<file path="src/rtl/ifid_skid_reg.sv">
// IF/ID pipeline register with a two-entry skid buffer between fetch and decode.
// Fetch never loses an instruction when decode stalls. The block also supports
// flush (bubble insert), a sticky halt/resume state, a sideband field carried
// with each instruction, and a saturating counter of decode-stall cycles.
//
//   state | meaning
//   ------+--------------------------------------------------------------
//   EMPTY | no entry held, out_valid=0, fetch may present an instruction
//   FULL  | main entry holds the head instruction, skid entry unused
//   SKID  | main and skid both hold entries, fetch is back-pressured
//
// The halted flag is kept separate from the occupancy state. This lets a
// halt freeze the occupancy and the entries, and a resume restore them as
// they were.
module ifid_skid_reg #(
    parameter int                  PC_W      = 16,
    parameter int                  INSTR_W   = 16,
    parameter int                  SIDE_W    = 1,
    parameter logic [INSTR_W-1:0]  NOP_INSTR = {INSTR_W{1'b0}},
    parameter int                  CNT_W     = 8
) (
    input  logic               clk,
    input  logic               rst,
    input  logic               in_valid,
    output logic               in_ready,
    input  logic [PC_W-1:0]    in_pc,
    input  logic [INSTR_W-1:0] in_instr,
    input  logic [SIDE_W-1:0]  in_side,
    output logic               out_valid,
    input  logic               out_ready,
    output logic [PC_W-1:0]    out_pc,
    output logic [INSTR_W-1:0] out_instr,
    output logic [SIDE_W-1:0]  out_side,
    input  logic               flush,
    input  logic               halt_req,
    input  logic               resume,
    output logic               halted,
    output logic [1:0]         occupancy,
    output logic [CNT_W-1:0]   stall_cnt
);

    localparam logic [1:0] ST_EMPTY = 2'd0;
    localparam logic [1:0] ST_FULL  = 2'd1;
    localparam logic [1:0] ST_SKID  = 2'd2;

    logic [1:0]         state_q, state_d;
    logic               halted_q, halted_d;
    logic               in_ready_q, in_ready_d;
    logic [PC_W-1:0]    main_pc_q, skid_pc_q;
    logic [INSTR_W-1:0] main_instr_q, skid_instr_q;
    logic [SIDE_W-1:0]  main_side_q, skid_side_q;
    logic [CNT_W-1:0]   stall_q;

    logic in_xfer, out_xfer, out_valid_w;
    logic load_main_in, load_main_skid, load_skid;

    // The decode side sees only registered state, so there is no in_* to out_* path.
    assign out_valid_w = (state_q != ST_EMPTY) && !halted_q;
    assign in_xfer     = in_valid && in_ready_q;
    assign out_xfer    = out_valid_w && out_ready;

    // Next occupancy state and the entry-load selects. Flush overrides every transfer.
    always_comb begin
        state_d        = state_q;
        load_main_in   = 1'b0;
        load_main_skid = 1'b0;
        load_skid      = 1'b0;
        if (flush) begin
            state_d = ST_EMPTY;
        end else begin
            case (state_q)
                ST_EMPTY: begin
                    if (in_xfer) begin
                        state_d      = ST_FULL;
                        load_main_in = 1'b1;
                    end
                end
                ST_FULL: begin
                    if (in_xfer && out_xfer) begin
                        load_main_in = 1'b1;
                    end else if (in_xfer) begin
                        state_d   = ST_SKID;
                        load_skid = 1'b1;
                    end else if (out_xfer) begin
                        state_d = ST_EMPTY;
                    end
                end
                ST_SKID: begin
                    if (out_xfer) begin
                        state_d        = ST_FULL;
                        load_main_skid = 1'b1;
                    end
                end
                default: state_d = ST_EMPTY;
            endcase
        end
    end

    // halt_req wins over resume. A resume while running falls through as a no-op.
    // in_ready is registered and looks ahead to the next state and halt flag.
    always_comb begin
        halted_d   = halt_req || (halted_q && !resume);
        in_ready_d = (state_d != ST_SKID) && !halted_d;
    end

    // Control state: occupancy, halt flag, registered in_ready and the stall counter.
    always_ff @(posedge clk or negedge rst) begin
        if (!rst) begin
            state_q    <= ST_EMPTY;
            halted_q   <= 1'b0;
            in_ready_q <= 1'b1;
            stall_q    <= '0;
        end else begin
            state_q    <= state_d;
            halted_q   <= halted_d;
            in_ready_q <= in_ready_d;
            if (out_valid_w && !out_ready && (stall_q != {CNT_W{1'b1}}))
                stall_q <= stall_q + CNT_W'(1);
        end
    end

    // Entry storage. Flush wipes both entries so stale data cannot resurface.
    always_ff @(posedge clk or negedge rst) begin
        if (!rst) begin
            main_pc_q    <= '0;
            main_instr_q <= NOP_INSTR;
            main_side_q  <= '0;
            skid_pc_q    <= '0;
            skid_instr_q <= NOP_INSTR;
            skid_side_q  <= '0;
        end else if (flush) begin
            main_pc_q    <= '0;
            main_instr_q <= NOP_INSTR;
            main_side_q  <= '0;
            skid_pc_q    <= '0;
            skid_instr_q <= NOP_INSTR;
            skid_side_q  <= '0;
        end else begin
            if (load_main_in) begin
                main_pc_q    <= in_pc;
                main_instr_q <= in_instr;
                main_side_q  <= in_side;
            end else if (load_main_skid) begin
                main_pc_q    <= skid_pc_q;
                main_instr_q <= skid_instr_q;
                main_side_q  <= skid_side_q;
            end
            if (load_skid) begin
                skid_pc_q    <= in_pc;
                skid_instr_q <= in_instr;
                skid_side_q  <= in_side;
            end
        end
    end

    assign in_ready  = in_ready_q;
    assign out_valid = out_valid_w;
    assign out_pc    = main_pc_q;
    assign out_instr = out_valid_w ? main_instr_q : NOP_INSTR;
    assign out_side  = out_valid_w ? main_side_q : {SIDE_W{1'b0}};
    assign halted    = halted_q;
    assign occupancy = state_q;
    assign stall_cnt = stall_q;

endmodule

</file>
<file path="config.mk">
export PLATFORM = sky130hd
export DESIGN_NAME = ifid_skid_reg
export DESIGN_NICKNAME = d
export VERILOG_FILES = /design/src/rtl/ifid_skid_reg.sv
export SDC_FILE = /design/constraint.sdc
export NUM_CORES = 1
export LEC_CHECK = 0
export CORE_UTILIZATION = 50
export DETAILED_ROUTE_END_ITERATION = 7
export PLACE_DENSITY = 0.8
export REMOVE_ABC_BUFFERS = 1
export SLEW_MARGIN = 25
export SYNTH_ARGS = -nofsm -noshare
export SYNTH_HDL_FRONTEND = slang
export SYNTH_SLANG_ARGS = --single-unit
</file>
<file path="constraint.sdc">
create_clock -name clk -period 2.2 [get_ports clk]
set_clock_uncertainty 0.05 [all_clocks]
set_input_delay 0.55 -clock clk [delete_from_list [all_inputs] [get_ports clk]]
set_output_delay 0.55 -clock clk [all_outputs]
set_load 0.05 [all_outputs]
</file>
==> out/results.tsv, run 1 <==
stage	metric	value	unit
placement	place_hpwl	5410	um
drt	final_antenna_net_count	0	
pwr	p_per_area	650	nW/um2
placement	gp_congestion	0.827	
yosys	synth.distinct_cells	34	
layout	fin_util	0.731	
global_routing	antenna_found_initial	0	
pwr	p_leak	2.26	nW
clock_tree	clock_sinks	78	
drt	drt_iter0_drc	156	
pwr	p_int	2.31	mW
layout	layout-drive-gt1-share	0.218	
floorplan	fp.dieW	86.8	um
clock_tree	cts_tree	built	
global_routing	grt_pass1_vias	2980	
layout	fillers	476	
yosys	yosysWarnings	0	
layout	seqCellArea	1950	um2
drt	dr_total_vias	3014	
job	maxCapViolCount	0	
clock_tree	htree_levels	3	
sta	period_needed	2.20	ns
clock_tree	cts_max_path_buffers	2	
pwr	ir_drop	0.483	mV
global_routing	track_usage	0.253	
sta	timing.fmax	0.455	GHz
worst_setup_path	start_kind	register	
sta	relSlewSlack	0.650	
floorplan	initial_core_util	0.523	
yosys	synth_enable_flop_cells	0	
floorplan	io_pins	86	
pwr	p_seq_frac	0.478	
yosys	async_reset_ff_frac	1.00	
placement	pre_cts_slack	0.000585	ns
clock_tree	hold_buffers	0	
pwr	power_frac_clock	0.329	
clock_tree	clk_pin_slew	0.08	ns
yosys	netlist_instances	363	
drt	drc_errors	0	
worst_setup_path	ff2ff_setup_slack	0.44	ns
yosys	synth-seq-cells	78	
worst_setup_path	crit_type	register to primary output	
pwr	p_total	3.26	mW
worst_setup_path	crit_arrival	1.60	ns
sta	final_hold_viol_count	0	
floorplan	coreArea	6870	um2
layout	final_common_cell	dfrtp_1	
pwr	p_sw	0.957	mW
clock_tree	cts_root_buf	clkbuf_8	
drt	viasPerCell	5.47	
outcome	outcome	finished clean	
yosys	ys_seq_area_frac	0.544	
worst_hold_path	min_path_type	primary input to async pin	
layout	nets	491	
worst_setup_path	end_kind	primary output	
layout	design_area	5020	um2
clock_tree	cts_buffers	9	
global_routing	grt_pass1_wl	14600	um
drt	finalWirelength	8630	um
layout	multi_input_area	1500	um2
clock_tree	insertion_delay	0.34	ns
sta	grt_setup_unrepaired	yes	
floorplan	dieArea	7530	um2
yosys	synth-main-ff-cell	dfrtp_1	
yosys	synth.area.top_cells	dfrtp_1 (54%), nor3_2 (8.6%), nand2_1 (7.3%), o22ai_1 (5.7%), a21oi_1 (5.0%)	
layout	antennaDiodeCount	0	
pwr	sw_frac_of_total	0.293	
layout	area_growth	39.8	%
drt	dr.pass1.iters	5	
global_routing	grt_start_max_net_pins	69	
worst_setup_path	crit_required	1.60	ns
sta	fin_ws	0.00386	ns
floorplan	core.rowCount	30	
sta	fin_crit_sh	0.998	
worst_setup_path	worst-path-max-fanout	5	
sta	worst_slew_pin_slew	0.524	ns
yosys	yosys.area.top_type_share	0.536	
sta	finalSetupViolations	0	
yosys	syn_area	3590	um2
drt	wl_per_cell	15.7	um
yosys	synth_area_leader_cell	dfrtp_1	
pwr	p_comb_frac	0.192	
layout	final_cell_mix	dfrtp_1 (77), nand2_1 (70), clkdlybuf4s50_1 (55)	
global_routing	grt_overflow_total	0	
floorplan	fp.dieH	86.8	um
yosys	synth_area_per_cell	9.90	um2
placement	postPlaceCellArea	4750	um2
placement	io_buffers	85	
sta	drv_slew	0	
## worst max-delay path, cell delays in order, from the launching register on
cell	delay [ns]
dfrtp_1	0.41
o21bai_4	0.22
clkinvlp_4	0.13
buf_4	0.17
and2_1	0.18
buf_12	0.15
## repair_timing
| item | in CTS | in global routing |
|---|---|---|
| pin swaps | 1 | 1 |
| setup buffers | 4 | 1 |
| resized for setup | 7 | 7 |
| endpoints found under the setup margin | 21 | 12 |
| gates cloned | 1 | 0 |
## synth_stat cells (4+ instances only)
cell type	n
dfrtp_1	77
nand2_1	70
a21oi_1	36
nor2_1	35
o22ai_1	33
nor3_2	31
and2_1	18
clkbuf_1	11
buf_2	9
buf_6	6
nand3_1	5
nor3_1	4
xnor2_1	4
## cell type report
class | count | share of cell area
repair inverters | 1 | 0.00150
repair buffers | 102 | 0.245
inverters | 2 | 0.00150
clock buffers | 11 | 0.0282
well taps | 96 | 0.0239
flip-flops and latches | 78 | 0.389
multi-input cells | 256 | 0.299
clock inverters | 5 | 0.0117
## registers in the layout, indices dropped and copies added (netlist names)
signal	flops
in_ready	1
skid_instr_q	16
main_side_q	1
occupancy	2
stall_cnt	8
skid_side_q	1
main_instr_q	16
halted	1
out_pc	16
skid_pc_q	16
## stage by stage
stage / hold slack (ns) / std cells / TNS [ns]
CTS: 0.118 / 550 / 0
detailed placement: 0.445 / 529 / 0
global placement: 0.436 / 529 / 0
floorplan: 0.204 / 336 / -23.69
global route: 0.132 / 551 / -0.243
finish: 0.112 / 551 / 0
## power groups by stage
stage               combinational [mW]  sequential [mW]  clock [mW]
CTS                              0.631             1.56        1.10
floorplan                        0.165             1.74           0
global placement                 0.616             1.59           0
detailed placement               0.629             1.59           0
global route                     0.674             1.57        1.16
finish                           0.628             1.56        1.08
## path summary, 6_finish.rpt
kind,cells past startpoint,from,endpoint
hold / removal,1,rst,out_pc[15]$_DFFE_PN0P_
max in group asynchronous,2,rst,in_ready$_DFF_PN1_
setup reg to reg,7,occupancy[1]$_DFF_PN0_,in_ready$_DFF_PN1_
min in group clk,1,stall_cnt[7]$_DFFE_PN0P_,stall_cnt[7]$_DFFE_PN0P_
setup / recovery,5,occupancy[1]$_DFF_PN0_,out_instr[4]
hold reg to reg,1,stall_cnt[7]$_DFFE_PN0P_,stall_cnt[7]$_DFFE_PN0P_
## logic make-up after synthesis
kind of cell,Yosys count,synth area share
and+or+nand+nor,174,0.265
DFF,78,0.544
muxes,2,0.00627
buffers and inverters,29,0.0460
adders and majority gates,1,0.00348
xor gates and xnor gates,5,0.0122
AOI/OAI and AO/OA,74,0.123
## metal layers
layer / up-vias / share of wire / GRT usage
li1: 1419 / - / -
met1: 1486 / 0.43 / 0.336
met2: 98 / 0.50 / 0.417
met3: 11 / 0.051 / 0.0505
met4: 0 / 0.016 / 0.0848
met5: - / 0 / 0
(Power assumes the default switching activity.)
==> run 2: changes to the inputs <==
- TNS_END_PERCENT: unset -> 5
==> results of run 2 <==
No change in the layout: final DEF, timing and power equal those of run 1.
==> run 3: changes to the inputs <==
- CAP_MARGIN: unset -> 20
==> results of run 3 <==
No change in the layout: final DEF, timing and power equal those of run 1.
